===== src/rtl/regseq_pkg.sv =====
// Shared definitions for the register-file phase sequencer:
// phase state encoding and default widths / starvation limit.
package regseq_pkg;

    localparam int ADDR_W_DEF       = 4;
    localparam int DATA_W_DEF       = 16;
    localparam int STARVE_LIMIT_DEF = 4;

    // Encoding is visible on o_PHASE, so the values are fixed.
    typedef enum logic [2:0] {
        ST_IDLE = 3'd0,
        ST_PX   = 3'd1,
        ST_PY   = 3'd2,
        ST_PZ   = 3'd3,
        ST_PH   = 3'd4
    } state_t;

endpackage


===== src/rtl/regfile_phase_sequencer_if.sv =====
// Host write request port and register-file write/strobe bus.
//
// Host handshake: the requester raises i_HOST_REQ with i_HOST_WADDR and
// i_HOST_DATA stable and holds all three until it sees o_HOST_ACK. o_HOST_ACK
// is high for exactly one cycle, the same cycle in which the register file
// is strobed with the host write; the requester may drop or change its
// request from the following cycle on.
interface regfile_phase_sequencer_if #(
    parameter int ADDR_W = regseq_pkg::ADDR_W_DEF,
    parameter int DATA_W = regseq_pkg::DATA_W_DEF
);
    logic              i_HOST_REQ;
    logic [ADDR_W-1:0] i_HOST_WADDR;
    logic [DATA_W-1:0] i_HOST_DATA;
    logic              o_HOST_ACK;

    logic              o_CLOCKX;
    logic              o_CLOCKY;
    logic              o_CLOCKZ;
    logic [ADDR_W-1:0] o_WADDR;
    logic [DATA_W-1:0] o_DATA;
    logic              o_WRITE;
    logic [DATA_W-1:0] o_PCDATA;
    logic              o_PCWRITE;

    // Sequencer side.
    modport master (
        input  i_HOST_REQ, i_HOST_WADDR, i_HOST_DATA,
        output o_HOST_ACK,
        output o_CLOCKX, o_CLOCKY, o_CLOCKZ,
        output o_WADDR, o_DATA, o_WRITE, o_PCDATA, o_PCWRITE
    );

    // Host requester / register file side.
    modport slave (
        output i_HOST_REQ, i_HOST_WADDR, i_HOST_DATA,
        input  o_HOST_ACK,
        input  o_CLOCKX, o_CLOCKY, o_CLOCKZ,
        input  o_WADDR, o_DATA, o_WRITE, o_PCDATA, o_PCWRITE
    );

endinterface


===== src/rtl/regseq_host_arb.sv =====
// Host write arbitration: decides whether a pending host write can ride
// along in PZ, counts refused PZ phases and asks for a dedicated PH slot.
// Build option: REGSEQ_HOST_EN enables the host path; without it every
// output is held low and the host inputs are ignored.
module regseq_host_arb
    import regseq_pkg::*;
#(
    parameter int ADDR_W       = ADDR_W_DEF,
    parameter int STARVE_LIMIT = STARVE_LIMIT_DEF
) (
    input  logic              c_CLOCK,
    input  logic              c_RESETn,
    input  logic              i_PZ_ACTIVE,   // non-stalled PZ cycle
    input  logic              i_RUN,
    input  logic              i_HOST_REQ,
    input  logic [ADDR_W-1:0] i_HOST_WADDR,
    input  logic              i_CORE_WEN,
    input  logic              i_CORE_PCWEN,
    input  logic              i_HOST_ACK,
    output logic              o_HOST_PEND,
    output logic              o_GRANT_PZ,
    output logic              o_FORCE_PH
);

`ifdef REGSEQ_HOST_EN
    localparam int               CNT_W = $clog2(STARVE_LIMIT + 1);
    localparam logic [CNT_W-1:0] LIMIT = CNT_W'(STARVE_LIMIT);

    logic [CNT_W-1:0] cnt_q;
    logic [CNT_W-1:0] cnt_inc;
    logic             pc_conflict;
    logic             refused;

    // A host write to R0 must not share a Z phase with a PC write.
    assign pc_conflict = (i_HOST_WADDR == '0) && i_CORE_PCWEN;
    assign o_HOST_PEND = i_HOST_REQ;
    assign o_GRANT_PZ  = i_HOST_REQ && !i_CORE_WEN && !pc_conflict;
    assign refused     = i_PZ_ACTIVE && i_HOST_REQ && !o_GRANT_PZ;
    assign cnt_inc     = (refused && (cnt_q < LIMIT)) ? cnt_q + 1'b1 : cnt_q;
    // The refusal happening now counts, so the slot follows the LIMIT-th refusal.
    assign o_FORCE_PH  = i_HOST_REQ && !o_GRANT_PZ && ((cnt_inc >= LIMIT) || !i_RUN);

    // Saturating starvation counter, cleared whenever the host is served.
    always_ff @(posedge c_CLOCK) begin
        if (!c_RESETn) begin
            cnt_q <= '0;
        end else if (i_HOST_ACK) begin
            cnt_q <= '0;
        end else begin
            cnt_q <= cnt_inc;
        end
    end
`else
    logic unused_arb;

    assign o_HOST_PEND = 1'b0;
    assign o_GRANT_PZ  = 1'b0;
    assign o_FORCE_PH  = 1'b0;
    assign unused_arb  = ^{c_CLOCK, c_RESETn, i_PZ_ACTIVE, i_RUN, i_HOST_REQ,
                           i_HOST_WADDR, i_CORE_WEN, i_CORE_PCWEN, i_HOST_ACK,
                           1'(STARVE_LIMIT)};
`endif

endmodule


===== src/rtl/regfile_phase_sequencer.sv =====
// Drives the 16x16 register file through its X/Y/Z phases with one-cycle
// strobes, shares the single write port between core and host, and handles
// run / single-step / stall. State is exposed on o_PHASE.
// Build option: REGSEQ_HOST_EN enables the host write port and PH slot.
module regfile_phase_sequencer
    import regseq_pkg::*;
#(
    parameter int ADDR_W       = ADDR_W_DEF,
    parameter int DATA_W       = DATA_W_DEF,
    parameter int STARVE_LIMIT = STARVE_LIMIT_DEF
) (
    input  logic                      c_CLOCK,
    input  logic                      c_RESETn,
    input  logic                      i_RUN,
    input  logic                      i_STEP,
    input  logic                      i_STALL,
    input  logic [ADDR_W-1:0]         i_CORE_WADDR,
    input  logic [DATA_W-1:0]         i_CORE_DATA,
    input  logic                      i_CORE_WEN,
    input  logic [DATA_W-1:0]         i_CORE_PCDATA,
    input  logic                      i_CORE_PCWEN,
    regfile_phase_sequencer_if.master bus,
    output logic [2:0]                o_PHASE,
    output logic                      o_HALTED
);

    state_t            state_q;
    state_t            state_d;
    logic              host_pend;
    logic              grant_pz;
    logic              force_ph;
    logic              pz_active;
    logic              host_ack;
    logic              clk_x;
    logic              clk_y;
    logic              clk_z;
    logic [ADDR_W-1:0] waddr;
    logic [DATA_W-1:0] wdata;
    logic              write;
    logic              pcwrite;

    assign pz_active = (state_q == ST_PZ) && !i_STALL;

    regseq_host_arb #(
        .ADDR_W       (ADDR_W),
        .STARVE_LIMIT (STARVE_LIMIT)
    ) u_host_arb (
        .c_CLOCK      (c_CLOCK),
        .c_RESETn     (c_RESETn),
        .i_PZ_ACTIVE  (pz_active),
        .i_RUN        (i_RUN),
        .i_HOST_REQ   (bus.i_HOST_REQ),
        .i_HOST_WADDR (bus.i_HOST_WADDR),
        .i_CORE_WEN   (i_CORE_WEN),
        .i_CORE_PCWEN (i_CORE_PCWEN),
        .i_HOST_ACK   (host_ack),
        .o_HOST_PEND  (host_pend),
        .o_GRANT_PZ   (grant_pz),
        .o_FORCE_PH   (force_ph)
    );

    // Phase state register.
    always_ff @(posedge c_CLOCK) begin
        if (!c_RESETn) begin
            state_q <= ST_IDLE;
        end else begin
            state_q <= state_d;
        end
    end

    // Next phase plus strobe / write-port decode from the current phase.
    always_comb begin
        state_d  = state_q;
        clk_x    = 1'b0;
        clk_y    = 1'b0;
        clk_z    = 1'b0;
        waddr    = '0;
        wdata    = '0;
        write    = 1'b0;
        pcwrite  = 1'b0;
        host_ack = 1'b0;
        case (state_q)
            ST_IDLE: begin
                if (host_pend) begin
                    state_d = ST_PH;
                end else if (i_RUN || i_STEP) begin
                    state_d = ST_PX;
                end
            end
            ST_PX: begin
                clk_x = !i_STALL;
                if (!i_STALL) state_d = ST_PY;
            end
            ST_PY: begin
                clk_y = !i_STALL;
                waddr = i_CORE_WADDR;
                wdata = i_CORE_DATA;
                if (!i_STALL) state_d = ST_PZ;
            end
            ST_PZ: begin
                clk_z   = !i_STALL;
                pcwrite = i_CORE_PCWEN;
                if (grant_pz) begin
                    // Core has no register write this phase: lend the port to the host.
                    waddr    = bus.i_HOST_WADDR;
                    wdata    = bus.i_HOST_DATA;
                    write    = 1'b1;
                    host_ack = !i_STALL;
                end else begin
                    waddr = i_CORE_WADDR;
                    wdata = i_CORE_DATA;
                    write = i_CORE_WEN;
                end
                if (!i_STALL) begin
                    if (force_ph) begin
                        state_d = ST_PH;
                    end else if (i_RUN) begin
                        state_d = ST_PX;
                    end else begin
                        state_d = ST_IDLE;
                    end
                end
            end
            ST_PH: begin
                // Dedicated host slot reuses the Z write path; stall does not apply.
                clk_z    = 1'b1;
                waddr    = bus.i_HOST_WADDR;
                wdata    = bus.i_HOST_DATA;
                write    = 1'b1;
                host_ack = 1'b1;
                state_d  = i_RUN ? ST_PX : ST_IDLE;
            end
            default: state_d = ST_IDLE;
        endcase
    end

    assign bus.o_CLOCKX   = clk_x;
    assign bus.o_CLOCKY   = clk_y;
    assign bus.o_CLOCKZ   = clk_z;
    assign bus.o_WADDR    = waddr;
    assign bus.o_DATA     = wdata;
    assign bus.o_WRITE    = write;
    assign bus.o_PCDATA   = i_CORE_PCDATA;
    assign bus.o_PCWRITE  = pcwrite;
    assign bus.o_HOST_ACK = host_ack;
    assign o_PHASE        = state_q;
    assign o_HALTED       = (state_q == ST_IDLE);

endmodule


===== src/flat_wrapper.sv =====
// flat-port wrapper written by rule: the top's interface ports become plain ports
module regfile_phase_sequencer_flat import regseq_pkg::*;
#(
    parameter int ADDR_W       = ADDR_W_DEF,
    parameter int DATA_W       = DATA_W_DEF,
    parameter int STARVE_LIMIT = STARVE_LIMIT_DEF
)
  (c_CLOCK, c_RESETn, i_RUN, i_STEP, i_STALL, i_CORE_WADDR, i_CORE_DATA, i_CORE_WEN, i_CORE_PCDATA, i_CORE_PCWEN, o_PHASE, o_HALTED, bus_i_HOST_REQ, bus_i_HOST_WADDR, bus_i_HOST_DATA, bus_o_HOST_ACK, bus_o_CLOCKX, bus_o_CLOCKY, bus_o_CLOCKZ, bus_o_WADDR, bus_o_DATA, bus_o_WRITE, bus_o_PCDATA, bus_o_PCWRITE);
  regfile_phase_sequencer_if #(.ADDR_W(ADDR_W), .DATA_W(DATA_W)) bus_i ();
  input  logic c_CLOCK;
  input  logic c_RESETn;
  input  logic i_RUN;
  input  logic i_STEP;
  input  logic i_STALL;
  input  logic [ADDR_W-1:0] i_CORE_WADDR;
  input  logic [DATA_W-1:0] i_CORE_DATA;
  input  logic i_CORE_WEN;
  input  logic [DATA_W-1:0] i_CORE_PCDATA;
  input  logic i_CORE_PCWEN;
  output logic [2:0] o_PHASE;
  output logic o_HALTED;
  input wire logic [$bits(bus_i.i_HOST_REQ)-1:0] bus_i_HOST_REQ;
  input wire logic [$bits(bus_i.i_HOST_WADDR)-1:0] bus_i_HOST_WADDR;
  input wire logic [$bits(bus_i.i_HOST_DATA)-1:0] bus_i_HOST_DATA;
  output wire logic [$bits(bus_i.o_HOST_ACK)-1:0] bus_o_HOST_ACK;
  output wire logic [$bits(bus_i.o_CLOCKX)-1:0] bus_o_CLOCKX;
  output wire logic [$bits(bus_i.o_CLOCKY)-1:0] bus_o_CLOCKY;
  output wire logic [$bits(bus_i.o_CLOCKZ)-1:0] bus_o_CLOCKZ;
  output wire logic [$bits(bus_i.o_WADDR)-1:0] bus_o_WADDR;
  output wire logic [$bits(bus_i.o_DATA)-1:0] bus_o_DATA;
  output wire logic [$bits(bus_i.o_WRITE)-1:0] bus_o_WRITE;
  output wire logic [$bits(bus_i.o_PCDATA)-1:0] bus_o_PCDATA;
  output wire logic [$bits(bus_i.o_PCWRITE)-1:0] bus_o_PCWRITE;
  assign bus_i.i_HOST_REQ = bus_i_HOST_REQ;
  assign bus_i.i_HOST_WADDR = bus_i_HOST_WADDR;
  assign bus_i.i_HOST_DATA = bus_i_HOST_DATA;
  assign bus_o_HOST_ACK = bus_i.o_HOST_ACK;
  assign bus_o_CLOCKX = bus_i.o_CLOCKX;
  assign bus_o_CLOCKY = bus_i.o_CLOCKY;
  assign bus_o_CLOCKZ = bus_i.o_CLOCKZ;
  assign bus_o_WADDR = bus_i.o_WADDR;
  assign bus_o_DATA = bus_i.o_DATA;
  assign bus_o_WRITE = bus_i.o_WRITE;
  assign bus_o_PCDATA = bus_i.o_PCDATA;
  assign bus_o_PCWRITE = bus_i.o_PCWRITE;
  regfile_phase_sequencer #(.ADDR_W(ADDR_W), .DATA_W(DATA_W), .STARVE_LIMIT(STARVE_LIMIT)) u_core (.c_CLOCK(c_CLOCK), .c_RESETn(c_RESETn), .i_RUN(i_RUN), .i_STEP(i_STEP), .i_STALL(i_STALL), .i_CORE_WADDR(i_CORE_WADDR), .i_CORE_DATA(i_CORE_DATA), .i_CORE_WEN(i_CORE_WEN), .i_CORE_PCDATA(i_CORE_PCDATA), .i_CORE_PCWEN(i_CORE_PCWEN), .bus(bus_i), .o_PHASE(o_PHASE), .o_HALTED(o_HALTED));
endmodule

===== config.mk =====
export PLATFORM = sky130hd
export DESIGN_NAME = regfile_phase_sequencer_flat
export DESIGN_NICKNAME = d
export VERILOG_FILES = /design/src/rtl/regseq_pkg.sv /design/src/rtl/regfile_phase_sequencer_if.sv /design/src/rtl/regseq_host_arb.sv /design/src/rtl/regfile_phase_sequencer.sv /design/src/flat_wrapper.sv
export SDC_FILE = /design/constraint.sdc
export NUM_CORES = 1
export LEC_CHECK = 0
export BUFFER_PORTS_ARGS = -buffer_cell sky130_fd_sc_hd__clkbuf_2
export CAP_MARGIN = 20
export CORE_MARGIN = 2
export CORE_UTILIZATION = 31
export DETAILED_ROUTE_END_ITERATION = 8
export PLACE_DENSITY = 0.88
export SETUP_SLACK_MARGIN = 0.02
export SYNTH_ARGS = -nofsm -noshare
export SYNTH_HDL_FRONTEND = slang
export SYNTH_HIERARCHICAL = 1
export SYNTH_SLANG_ARGS = --single-unit

===== constraint.sdc =====
create_clock -name c_CLOCK -period 2.5 [get_ports c_CLOCK]
set_clock_uncertainty 0.05 [all_clocks]
set_input_delay 0.75 -clock c_CLOCK [delete_from_list [all_inputs] [get_ports c_CLOCK]]
set_output_delay 0.75 -clock c_CLOCK [all_outputs]
set_load 0.01 [all_outputs]

; Word-level counts from Yosys, hierarchy flattened
; Index checks and enable logic that the tools add are counted.
[totals]
regBits = 3
input_bits = 64
output_inout_bits = 46
wordCells = 28
[classes]
n_eq_ne = 8
muxes = 14
reduce_logical = 5
[ops]
columns = op, n
row1 = $pmux W16 S2, 1
row2 = $pmux W3 S5, 1
row3 = $mux W3, 4
row4 = $pmux W4 S2, 1
row5 = $eq A3 B2 Y1 const B, 2
row6 = $ne A2 B2 Y1 const B, 3
row7 = $mux W1, 5
row8 = $pmux W1 S2, 2
row9 = $reduce_and A4 Y1, 1
row10 = $eq A3 B1 Y1 const B, 1
row11 = $eq A3 B3 Y1 const B, 1
row12 = $logic_not A3 Y1, 1
row13 = $ne A2 B1 Y1 const B, 1
row14 = $reduce_or A2 Y1, 1
row15 = $logic_not A1 Y1, 1
row16 = $logic_or A1 B1 Y1, 1

; Depth between registers and ports, before layout
[depth]
ltp_word = 3
ltp_mapped = 6
depth_no_buf = 4

; By module
; The synthesis kept the hierarchy.
[by_module_without_submodules]
columns = mod, n_inst, cells_per_inst, area_per_inst_um2, seq_area_each_um2
row1 = regfile_phase_sequencer, 1, 81, 663.1, 60.1
row2 = regseq_host_arb, 1, 4, 26.3, 0.0

; Least setup slack after synthesis
; Ideal clock, no wire load.
[synth_path]
kind = input to output
startpoint = in i_STALL
endpoint = out bus_o_CLOCKZ
arrival_time_ns = 1.234
required_ns = 1.700
setup_slack_ns = 0.466
path_stages = 2
n_path_buf = 0
path_cell_list = nand2b_1 -> o21ai_0
[synth_between]
elab_chain_len = 2
[synth_rtl]
columns = item, line
row1 = "start, declared", flat_wrapper.sv:14  ; input logic i_STALL;
row2 = $logic_not A1 Y1, -
row3 = $pmux W1 S2, regfile_phase_sequencer.sv:82  ; case (state_q)
row4 = "end, declared", flat_wrapper.sv:28  ; output wire logic [$bits(bus_i.o_CLOCKZ)-1:0] bus_o_CLOCKZ;
; Every way passes these cells.

; Final worst setup path
[layout_path]
startpoint = reg u_core.state_q[1], in the netlist u_core/o_PHASE[1]
endpoint = out bus_o_DATA[9]
[layout_between]
elab_chain_len = 3
word_cells_on_any_way = 5
classes_between = 3 x eq/ne / 1 x mux / 1 x reduce/logical
[layout_rtl]
columns = item, line
row1 = "start, declared", regfile_phase_sequencer.sv:27  ; state_t state_q;
row2 = "start signal, assigned", regfile_phase_sequencer.sv:67  ; state_q <= state_d;
row3 = $eq A3 B2 Y1, regfile_phase_sequencer.sv:82
row4 = $reduce_or A2 Y1 (no source line), -
row5 = $pmux W16 S2 *, regfile_phase_sequencer.sv:82
row6 = "end, declared", flat_wrapper.sv:30  ; output wire logic [$bits(bus_i.o_DATA)-1:0] bus_o_DATA;
; Every way passes the cells marked *; elsewhere a longest branch is shown, timed or not.

==> run_results.csv <==
group,metric,value,unit
clock_network,cts_max_path_buffers,2,
final_layout,fin_nets,209,
critical_path,crit_buf_inv,1,
timing,fmax,423.4,MHz
timing,period_share,94.48,%
critical_path,r2r_end,"u_core/o_PHASE[0]$_SDFFE_PN0P_",
timing,finalCriticalPeriod,2.362,ns
floorplanning,start_util,31.92,%
timing,drv_slew,0,
clock_network,h-tree-depth,1,
floorplanning,die_h,51.03,um
synth,avgSynthCellArea,8.163,um2
global_route,grt_pass1_wl,3312,um
clock_network,clk_latency,0.23,ns
critical_path,rr_worst_depth,4,
critical_path,cpPeakStageDelay,0.49,ns
pwr,p_total,415.6,uW
final_layout,diodes,0,
synth,yosysWarnings,6,
critical_path,crit_fanout,10,
drt,ant_nets,0,
floorplanning,die_area,0.002604,mm2
run,maxCapViolCount,0,
final_layout,area_growth,39.78,%
pwr,p_int,244.0,uW
critical_path,critPathTopFamily,"compound AO/OA/AOI/OAI gates",
drt,drtPass1Iterations,4,
critical_path,crit_start,"u_core/o_PHASE[1]$_SDFFE_PN0P_",
timing,rsz0062_at_grt,"no",
global_route,antenna_found_initial,0,
global_route,grt_max_degree,21,
global_route,track_usage,16.65,%
clock_network,clk_pin_slew,0.04,ns
floorplanning,die_x,51.03,um
place,hpwlAfterDp,1820,um
drt,drtIter0Drc,18,
critical_path,crit_end,"bus_o_DATA[9]",
clock_network,clockRootBuffer,"clkbuf_4",
clock_network,cts_made_buffers,3,
place,pre_cts_slack,0.1200,ns
place,dp.cells,167,
pwr,p_clk_share,20.2,%
critical_path,r2r_start,"u_core/o_PHASE[1]$_SDFFE_PN0P_",
floorplanning,rows,17,
worst_hold_path,hp-class,"register to register",
clock_network,cts_tree,"built",
final_layout,layout-drive-gt1-share,74.31,%
critical_path,critPathSlowestCell,"dfxtp_1",
timing,hold_viol,0,
global_route,grt_pass1_vias,750,
critical_path,critical_path_arrival,1.56,ns
critical_path,crit_path_start_kind,"register",
run_status,status,"finished, final reports clean",
timing,setup_viol,0,
critical_path,cp_num_cells,4,
drt,drc_errors,0,
pwr,powerDensity,433.6,mW/mm2
pwr,p_comb_share,64.8,%
place,place.gp.congestion,0.7024,
worst_hold_path,hold_start,"u_core/o_PHASE[1]$_SDFFE_PN0P_",
timing,setup_slack,0.1379,ns
final_layout,instances_no_fill,172,
critical_path,path_class,"register to output pin",
floorplanning,io_pins,110,
critical_path,required,1.70,ns
pwr,seqPwrFrac,15.1,%
critical_path,r2r_slack,1.25,ns
clock_network,cts.sinks,3,
critical_path,crit_chain,"nand2b_4 > a21oi_2 > a22o_2 > clkbuf_2",
critical_path,worstSetupEndpointType,"output pin",
drt,wl_per_cell,12.94,um
pwr,power.switching,171.5,uW
synth,syn_inst,84,
pwr,peakVddDrop,0.2138,mV
place,io_buffer_count,76,
drt,via_per_inst,4.901,
final_layout,largest_reg_flops,3,
timing,fin_tns_setup,0,ns
synth,synth_area,685.7,um2
drt,totalWireLength,2225,um
pwr,p_sw_share,41.28,%
pwr,leakage,0.0005511,uW
global_route,grt-ovfl-total,0,
floorplanning,core-area,0.002148,mm2
clock_network,cts_setup_buffers,0,
drt,vias,843,
==> layout make-up <==
type	count	area (um2)
inverter	1	3.754
sequential	3	60.06
multi-input combinational	57	430.4
tap	28	35.03
clock buffer	4	26.28
fill	240	1190
timing repair buffer	79	402.9
==> cell usage in the layout (no fill, tap or decap), drive strengths merged <==
cell    count
a21boi      1
a21oi       3
a22o       20
a31oi       1
and3        1
buf         3
clkbuf     80
conb        3
dfxtp       3
inv         1
nand2       6
nand2b      3
nand3       2
nor2        4
nor2b       1
nor3        5
o211ai      1
o21ai       3
o22ai       2
xor2        1
==> power groups by stage <==
stage / clock [uW] / sequential (uW) / combinational [uW]
global placement: 0 / 62.7 / 258
detailed placement: 0 / 63.3 / 261
CTS: 88.7 / 62.6 / 264
floorplan: 0 / 64.8 / 200
finish: 83.8 / 62.5 / 269
global route: 96.6 / 63.1 / 296
==> per-stage QoR <==
step / util (%) / instance area (um2) / hold WS [ns]
2_1_floorplan: - / 693.2 / 0.6317
3_3_place_gp: 42.40 / 910.9 / 0.5922
3_5_place_dp: 42.40 / 910.9 / 0.6165
4_1_cts: 43.97 / 944.7 / 0.6291
5_1_grt: 44.61 / 958.4 / 0.6637
6_report: 44.61 / 958.4 / 0.6355
==> worst reg2reg max path, cell delays in order, from the launching register on <==
cell,delay [ns]
dfxtp_1,0.49
buf_4,0.19
nor2b_4,0.17
a21boi_0,0.10
o22ai_1,0.17
==> layer usage <==
metal / global-route usage (%) / vias to the layer above / part of all wire [%]
li1: - / 411 / -
met1: 15.72 / 379 / 38
met2: 30.52 / 53 / 49
met3: 9.649 / 0 / 14
met4: 4.054 / 0 / 0
met5: 0 / - / 0
==> how the worst min path moves through the flow <==
stage	slack, ns	to	depth (start not counted)
floorplan	0.63	u_core/o_PHASE[1]$_SDFFE_PN0P_	3
global placement	0.59	u_core/o_PHASE[0]$_SDFFE_PN0P_	3
detailed placement	0.62	u_core/o_PHASE[1]$_SDFFE_PN0P_	2
CTS	0.63	u_core/o_PHASE[1]$_SDFFE_PN0P_	2
global route	0.66	u_core/o_PHASE[1]$_SDFFE_PN0P_	2
finish	0.64	u_core/o_PHASE[1]$_SDFFE_PN0P_	2
==> timing repair <==
item	CTS	global route
gates resized for setup	1	1
hold buffers	0	0
gates cloned	0	1
setup endpoints to repair	20	20
Power figures use the tool's default switching activity.
